==> config.mk <==
export PLATFORM = sky130hd
export DESIGN_NAME = traffic_controller_actuated
export DESIGN_NICKNAME = d
export VERILOG_FILES = /design/src/rtl/traffic_controller_actuated.sv
export SDC_FILE = /design/constraint.sdc
export NUM_CORES = 1
export LEC_CHECK = 0
export BUFFER_PORTS_ARGS = -buffer_cell sky130_fd_sc_hd__buf_2
export CAP_MARGIN = 20
export CORE_ASPECT_RATIO = 0.9
export CORE_UTILIZATION = 52
export DETAILED_ROUTE_END_ITERATION = 6
export PLACE_DENSITY_LB_ADDON = 0.15
export SLEW_MARGIN = 20
export SYNTH_ARGS = -nofsm -noshare
export SYNTH_HDL_FRONTEND = slang
export SYNTH_SLANG_ARGS = --single-unit
==> constraint.sdc <==
create_clock -name i_clk -period 2.5 [get_ports i_clk]
set_input_delay 0.25 -clock i_clk [delete_from_list [all_inputs] [get_ports i_clk]]
set_output_delay 0.25 -clock i_clk [all_outputs]
set_load 0.01 [all_outputs]
==> src/rtl/traffic_controller_actuated.sv <==
// Vehicle-actuated controller for a two-road junction.
// A prescaled tick timer and the light FSM live in one block.
// NS is the rest road. EW is served on a car or on a latched pedestrian request.
// Minimum and maximum green, yellow and all-red clearance are counted in ticks.
// Lamps and walk are registered and decoded from the next state.
module traffic_controller_actuated #(
   parameter int TICK_DIV  = 4,
   parameter int CNT_W     = 8,
   parameter int GREEN_MIN = 4,
   parameter int GREEN_MAX = 10,
   parameter int YELLOW_T  = 2,
   parameter int ALLRED_T  = 1
) (
   input  logic       i_clk,
   input  logic       i_reset,
   input  logic       i_carNS,
   input  logic       i_carEW,
   input  logic       i_ped,
   output logic [2:0] o_NSlights,
   output logic [2:0] o_EWlights,
   output logic       o_walk,
   output logic [2:0] o_state
);

   typedef enum logic [2:0] {
      NS_GREEN  = 3'd0,
      NS_YELLOW = 3'd1,
      ALLRED_A  = 3'd2,
      EW_GREEN  = 3'd3,
      EW_YELLOW = 3'd4,
      ALLRED_B  = 3'd5
   } state_t;

   localparam int PRE_W = (TICK_DIV > 1) ? $clog2(TICK_DIV) : 1;
   localparam logic [2:0] LAMP_RED = 3'b100;
   localparam logic [2:0] LAMP_YEL = 3'b010;
   localparam logic [2:0] LAMP_GRN = 3'b001;

   // The state register is a raw 3-bit code so that codes 6 and 7 can exist and be recovered from.
   logic [2:0]       state;
   state_t           next_state;
   logic [PRE_W-1:0] presc;
   logic [CNT_W-1:0] cnt;
   logic [CNT_W-1:0] cnt_eff;
   logic [1:0]       sync_ns;
   logic [1:0]       sync_ew;
   logic [1:0]       sync_ped;
   logic             ped_prev;
   logic             ped_latch;
   logic             car_ns;
   logic             car_ew;
   logic             ped;
   logic             ped_rise;
   logic             tick;
   logic             min_done;
   logic             at_max;
   logic             ew_demand;
   logic             state_chg;
   logic             enter_ew;
   logic             walk_next;
   logic [2:0]       ns_next;
   logic [2:0]       ew_next;

   assign car_ns    = sync_ns[1];
   assign car_ew    = sync_ew[1];
   assign ped       = sync_ped[1];
   assign ped_rise  = ped & ~ped_prev;
   assign tick      = (presc == PRE_W'(TICK_DIV - 1));
   // The count as it will be after this edge, so that a tick and new demand act on the same edge.
   assign cnt_eff   = (tick && (cnt != CNT_W'(GREEN_MAX))) ? cnt + CNT_W'(1) : cnt;
   assign min_done  = (cnt_eff >= CNT_W'(GREEN_MIN));
   assign at_max    = (cnt_eff == CNT_W'(GREEN_MAX));
   assign ew_demand = car_ew | ped_latch;
   assign state_chg = (next_state != state);
   assign enter_ew  = (next_state == EW_GREEN) && (state != EW_GREEN);
   assign o_state   = state;

   // Two-flop synchronisers for the asynchronous sensors and button, plus the ped edge history.
   always_ff @(posedge i_clk or posedge i_reset) begin
      if (i_reset) begin
         sync_ns  <= '0;
         sync_ew  <= '0;
         sync_ped <= '0;
         ped_prev <= 1'b0;
      end else begin
         sync_ns  <= {sync_ns[0], i_carNS};
         sync_ew  <= {sync_ew[0], i_carEW};
         sync_ped <= {sync_ped[0], i_ped};
         ped_prev <= ped;
      end
   end

   // Next-state selection: greens give way on cross demand, and amber/all-red phases run on timers.
   always_comb begin
      next_state = NS_GREEN;
      case (state)
         NS_GREEN:  next_state = (min_done && ew_demand && (!car_ns || at_max)) ? NS_YELLOW : NS_GREEN;
         NS_YELLOW: next_state = (cnt_eff >= CNT_W'(YELLOW_T)) ? ALLRED_A : NS_YELLOW;
         ALLRED_A:  next_state = (cnt_eff >= CNT_W'(ALLRED_T)) ? EW_GREEN : ALLRED_A;
         EW_GREEN:  next_state = (min_done && ((car_ns && (!car_ew || at_max)) ||
                                               (!car_ns && !car_ew && !ped_latch))) ? EW_YELLOW : EW_GREEN;
         EW_YELLOW: next_state = (cnt_eff >= CNT_W'(YELLOW_T)) ? ALLRED_B : EW_YELLOW;
         ALLRED_B:  next_state = (cnt_eff >= CNT_W'(ALLRED_T)) ? NS_GREEN : ALLRED_B;
         default:   next_state = NS_GREEN;
      endcase
   end

   // Lamp decode of the next state; every non-green road shows red.
   always_comb begin
      ns_next = LAMP_RED;
      ew_next = LAMP_RED;
      case (next_state)
         NS_GREEN:  ns_next = LAMP_GRN;
         NS_YELLOW: ns_next = LAMP_YEL;
         EW_GREEN:  ew_next = LAMP_GRN;
         EW_YELLOW: ew_next = LAMP_YEL;
         default:   ns_next = LAMP_RED;
      endcase
   end

   // Walk lights on EW entry if a request was latched, and holds only through the minimum green.
   assign walk_next = (next_state == EW_GREEN) &&
                      (enter_ew ? ped_latch : (o_walk && (cnt_eff < CNT_W'(GREEN_MIN))));

   // State, timer, pedestrian latch and registered outputs.
   always_ff @(posedge i_clk or posedge i_reset) begin
      if (i_reset) begin
         state      <= NS_GREEN;
         presc      <= '0;
         cnt        <= '0;
         ped_latch  <= 1'b0;
         o_NSlights <= LAMP_GRN;
         o_EWlights <= LAMP_RED;
         o_walk     <= 1'b0;
      end else begin
         state <= next_state;
         if (state_chg) begin
            presc <= '0;
            cnt   <= '0;
         end else begin
            presc <= tick ? '0 : presc + PRE_W'(1);
            cnt   <= cnt_eff;
         end
         // Clearing on EW entry takes priority over a coincident new press.
         if (enter_ew)
            ped_latch <= 1'b0;
         else if (ped_rise)
            ped_latch <= 1'b1;
         o_NSlights <= ns_next;
         o_EWlights <= ew_next;
         o_walk     <= walk_next;
      end
   end

endmodule

==> impl_metrics.env <==
export IMPL_dp_cells=229
export IMPL_syn_area_um2=1548
export IMPL_num_rows=18
export IMPL_async_flop_share_pct=100.0
export IMPL_cp_start_kind="register"
export IMPL_arrival_ps=2860
export IMPL_gr_usage_met2_pct=42.32
export IMPL_p_leak_nw=0.9667
export IMPL_ant_nets=0
export IMPL_fin_crit_sh_pct=102.4
export IMPL_synth_warnings=0
export IMPL_gp_congestion=0.8611
export IMPL_cts_tree="done"
export IMPL_met1_usage_pct=34.05
export IMPL_die_h_um=53.76
export IMPL_cts_max_level=1
export IMPL_vdd_drop_max_mv=0.7100
export IMPL_root_buffer="clkbuf_4"
export IMPL_start_util_pct=55.42
export IMPL_maxCapViolCount=0
export IMPL_wl_per_cell_um=17.28
export IMPL_fin_ws_ps=-59.71
export IMPL_rr_endpoint="cnt[4]"
export IMPL_postSynthNetCount=162
export IMPL_status="finished, violations left"
export IMPL_netlist_top_cells_area="dfrtp_1, dfstp_2, nand2_1, nor2_1, xnor2_1"
export IMPL_slowest_stage="dfrtp_2"
export IMPL_synth_largest_area_cell="dfrtp_1"
export IMPL_grt_pass1_wl_um=6161
export IMPL_cp_required_ps=2800
export IMPL_timing_fmax_mhz=390.7
export IMPL_layout_cells_non_filler=244
export IMPL_n_antenna_cell=0
export IMPL_syn_to_final_growth_pct=40.58
export IMPL_clk_pin_slew_worst_paths_ps=170
export IMPL_final_setup_skew_ps=25.40
export IMPL_drtIter0Drc=66
export IMPL_grt_max_degree=29
export IMPL_grt_pass1_vias=1336
export IMPL_grt_met3_usage_pct=7.692
export IMPL_insertion_delay_ps=350
export IMPL_seq_area_frac_synth_pct=45.43
export IMPL_route_detailed_drc=0
export IMPL_synth_ff_type="dfrtp_1"
export IMPL_path_class="reg -> reg"
export IMPL_crit_fanout=10
export IMPL_whs_path_depth=0
export IMPL_grt_overflow=0
export IMPL_layout_nets=213
export IMPL_post_synth_top_count_cell="dfrtp_1"
export IMPL_final_min_clock_period_ps=2560
export IMPL_ys_types=55
export IMPL_track_usage_pct=26.56
export IMPL_io_buffers=14
export IMPL_synth_edf_count=0
export IMPL_chipWidth_um=59.51
export IMPL_hp_start="sync_ns[0]"
export IMPL_whs_endpoint="sync_ns[1]"
export IMPL_timing_rr_start="cnt[1]"
export IMPL_antenna_found_initial=0
export IMPL_setup_viol=13
export IMPL_tightest_slew_ps=492.1
export IMPL_drt_pre_antenna_iters=4
export IMPL_ff2ff_path_depth=10
export IMPL_coreArea_um2=2793
export IMPL_dp_hpwl_um=2648
export IMPL_failed_checks="negative setup slack"
export IMPL_dieArea_um2=3199
export IMPL_vias=1426
export IMPL_slew_violations=0
export IMPL_routed_wl_um=4217
export IMPL_cts_sinks=28
export IMPL_viasPerCell=5.844
export IMPL_synth_top_area_share_pct=42.04
export IMPL_clock_path_buffers=2
export IMPL_end_kind="register"
export IMPL_max_stage_delay_ps=490
export IMPL_syn_area_per_cell_um2=10.05
export IMPL_synthCells=154
export IMPL_utilization_pct=77.91
export IMPL_cts_made_buffers=3
export IMPL_power_density_nw_per_um2=904.0
export IMPL_top_usage_layer="met2"
export IMPL_drive_above_1_share_pct=45.59
export IMPL_ys_ff_latch=28
export IMPL_hold_viol=0
export IMPL_min_path_type="reg -> reg"
export IMPL_reg2reg_slack_ps=-60
export IMPL_rsz0062_at_grt="true"
export IMPL_boundaryPins=15
export IMPL_crit_chain="buf_6 -> ha_1 -> nor3b_4 -> a21bo_2 -> xnor2_1 -> a211o_1 -> a21oi_1 -> o311ai_4 -> buf_12 -> nor2_1"
export IMPL_synth_common_cells="dfrtp_1, nand2_1, nor2_1, a21oi_1, inv_1"
export IMPL_relSlewSlack_pct=67.12
-- kinds of logic (layout without fill, tap and decap cells) --
| kind of cell | after synthesis | count (layout) | synth area share, % |
|---|---|---|---|
| AND/OR/NAND/NOR | 67 | 67 | 26.03 |
| AO/OA/AOI/OAI | 34 | 34 | 17.79 |
| flip-flops | 28 | 28 | 45.43 |
| buffers and inverters | 14 | 64 | 3.719 |
| XOR/XNOR | 7 | 7 | 3.961 |
| adder cells (fa/ha/maj) | 3 | 3 | 2.425 |
| multiplexers | 1 | 1 | 0.6468 |
-- final cells by class --
class | count | area [um2]
Fill cell | 179 | 616.8
Multi-Input combinational cell | 112 | 943.4
Clock inverter | 1 | 30.03
Timing Repair Buffer | 52 | 392.9
Inverter | 8 | 30.03
Tap cell | 40 | 50.05
Clock buffer | 3 | 22.52
Sequential cell | 28 | 706.9
-- sequential cells by signal, summed over array words and instances, names as in the netlist, 2 cells and up --
register,cells
sync_ped,2
presc,2
sync_ns,2
o_EWlights,3
o_state,3
sync_ew,2
o_NSlights,3
cnt,8
-- layout by cell type (no fill, tap or decap), types with 4 or more instances in the layout --
| master | n |
|---|---|
| a21oi_1 | 5 |
| nor2_1 | 13 |
| dlygate4sd3_1 | 4 |
| buf_6 | 4 |
| nor2b_1 | 4 |
| dfrtp_1 | 23 |
| nand4_1 | 6 |
| buf_4 | 29 |
| nand2b_1 | 4 |
| nand2_1 | 11 |
| xnor2_1 | 6 |
| buf_2 | 14 |
| inv_1 | 6 |
-- worst max-delay path by stage --
| stage | start | endpoint | slack (ps) | cells past startpoint |
|---|---|---|---|---|
| finish | cnt[1] | cnt[4] | -60 | 10 |
| global route | presc[0] | cnt[4] | -180 | 11 |
| CTS | cnt[1] | cnt[6] | -80 | 9 |
| detailed placement | cnt[2] | cnt[6] | -170 | 8 |
| global placement | cnt[1] | presc[0] | -60 | 10 |
| floorplan | cnt[1] | cnt[4] | 30 | 8 |
-- repair_timing --
| item | in CTS | in global routing |
|---|---|---|
| buffers inserted | 3 | 4 |
| pin swaps | 1 | 9 |
| hold buffers | 1 | 3 |
| resized for setup | 9 | 29 |
| hold endpoints to repair | 26 | 3 |
| setup endpoints to repair | 16 | 21 |
-- where the power goes --
part | switching, mW | internal [mW]
logic | 0.519 | 0.477
registers | 0.102 | 0.563
clock network | 0.144 | 0.162
total | 0.765 | 1.20
-- critical path: cells and delay by family (launching register included) --
family / cells / cell delay, ps
and+or+nand+nor: 2 / 300
adders and majority gates: 1 / 180
xor gates and xnor gates: 1 / 170
buffers and inverters: 2 / 310
AOI/OAI and AO/OA: 4 / 1040
DFF: 1 / 490
-- through the flow --
step	setup TNS, ps	total power [mW]	instance area [um2]	hold WS, ps	worst slack [ps]
6_report	-536.1	1.967	2176	365.7	-59.71
4_1_cts	-734.4	1.803	1996	5.842	-76.99
3_5_place_dp	-2156	1.466	1861	324.5	-174.4
3_3_place_gp	-284.4	1.434	1861	315.7	-63.31
5_1_grt	-1983	2.072	2176	375.8	-180.6
2_1_floorplan	0	1.132	1553	281.4	25.13
-- routing by layer --
metal | wire [um] | vias to the layer above
met4 | 117 | 0
met3 | 214 | 11
met1 | 1712 | 693
li1 | - | 670
met2 | 2172 | 52
met5 | 0 | -
Power figures use the tool's default switching activity.
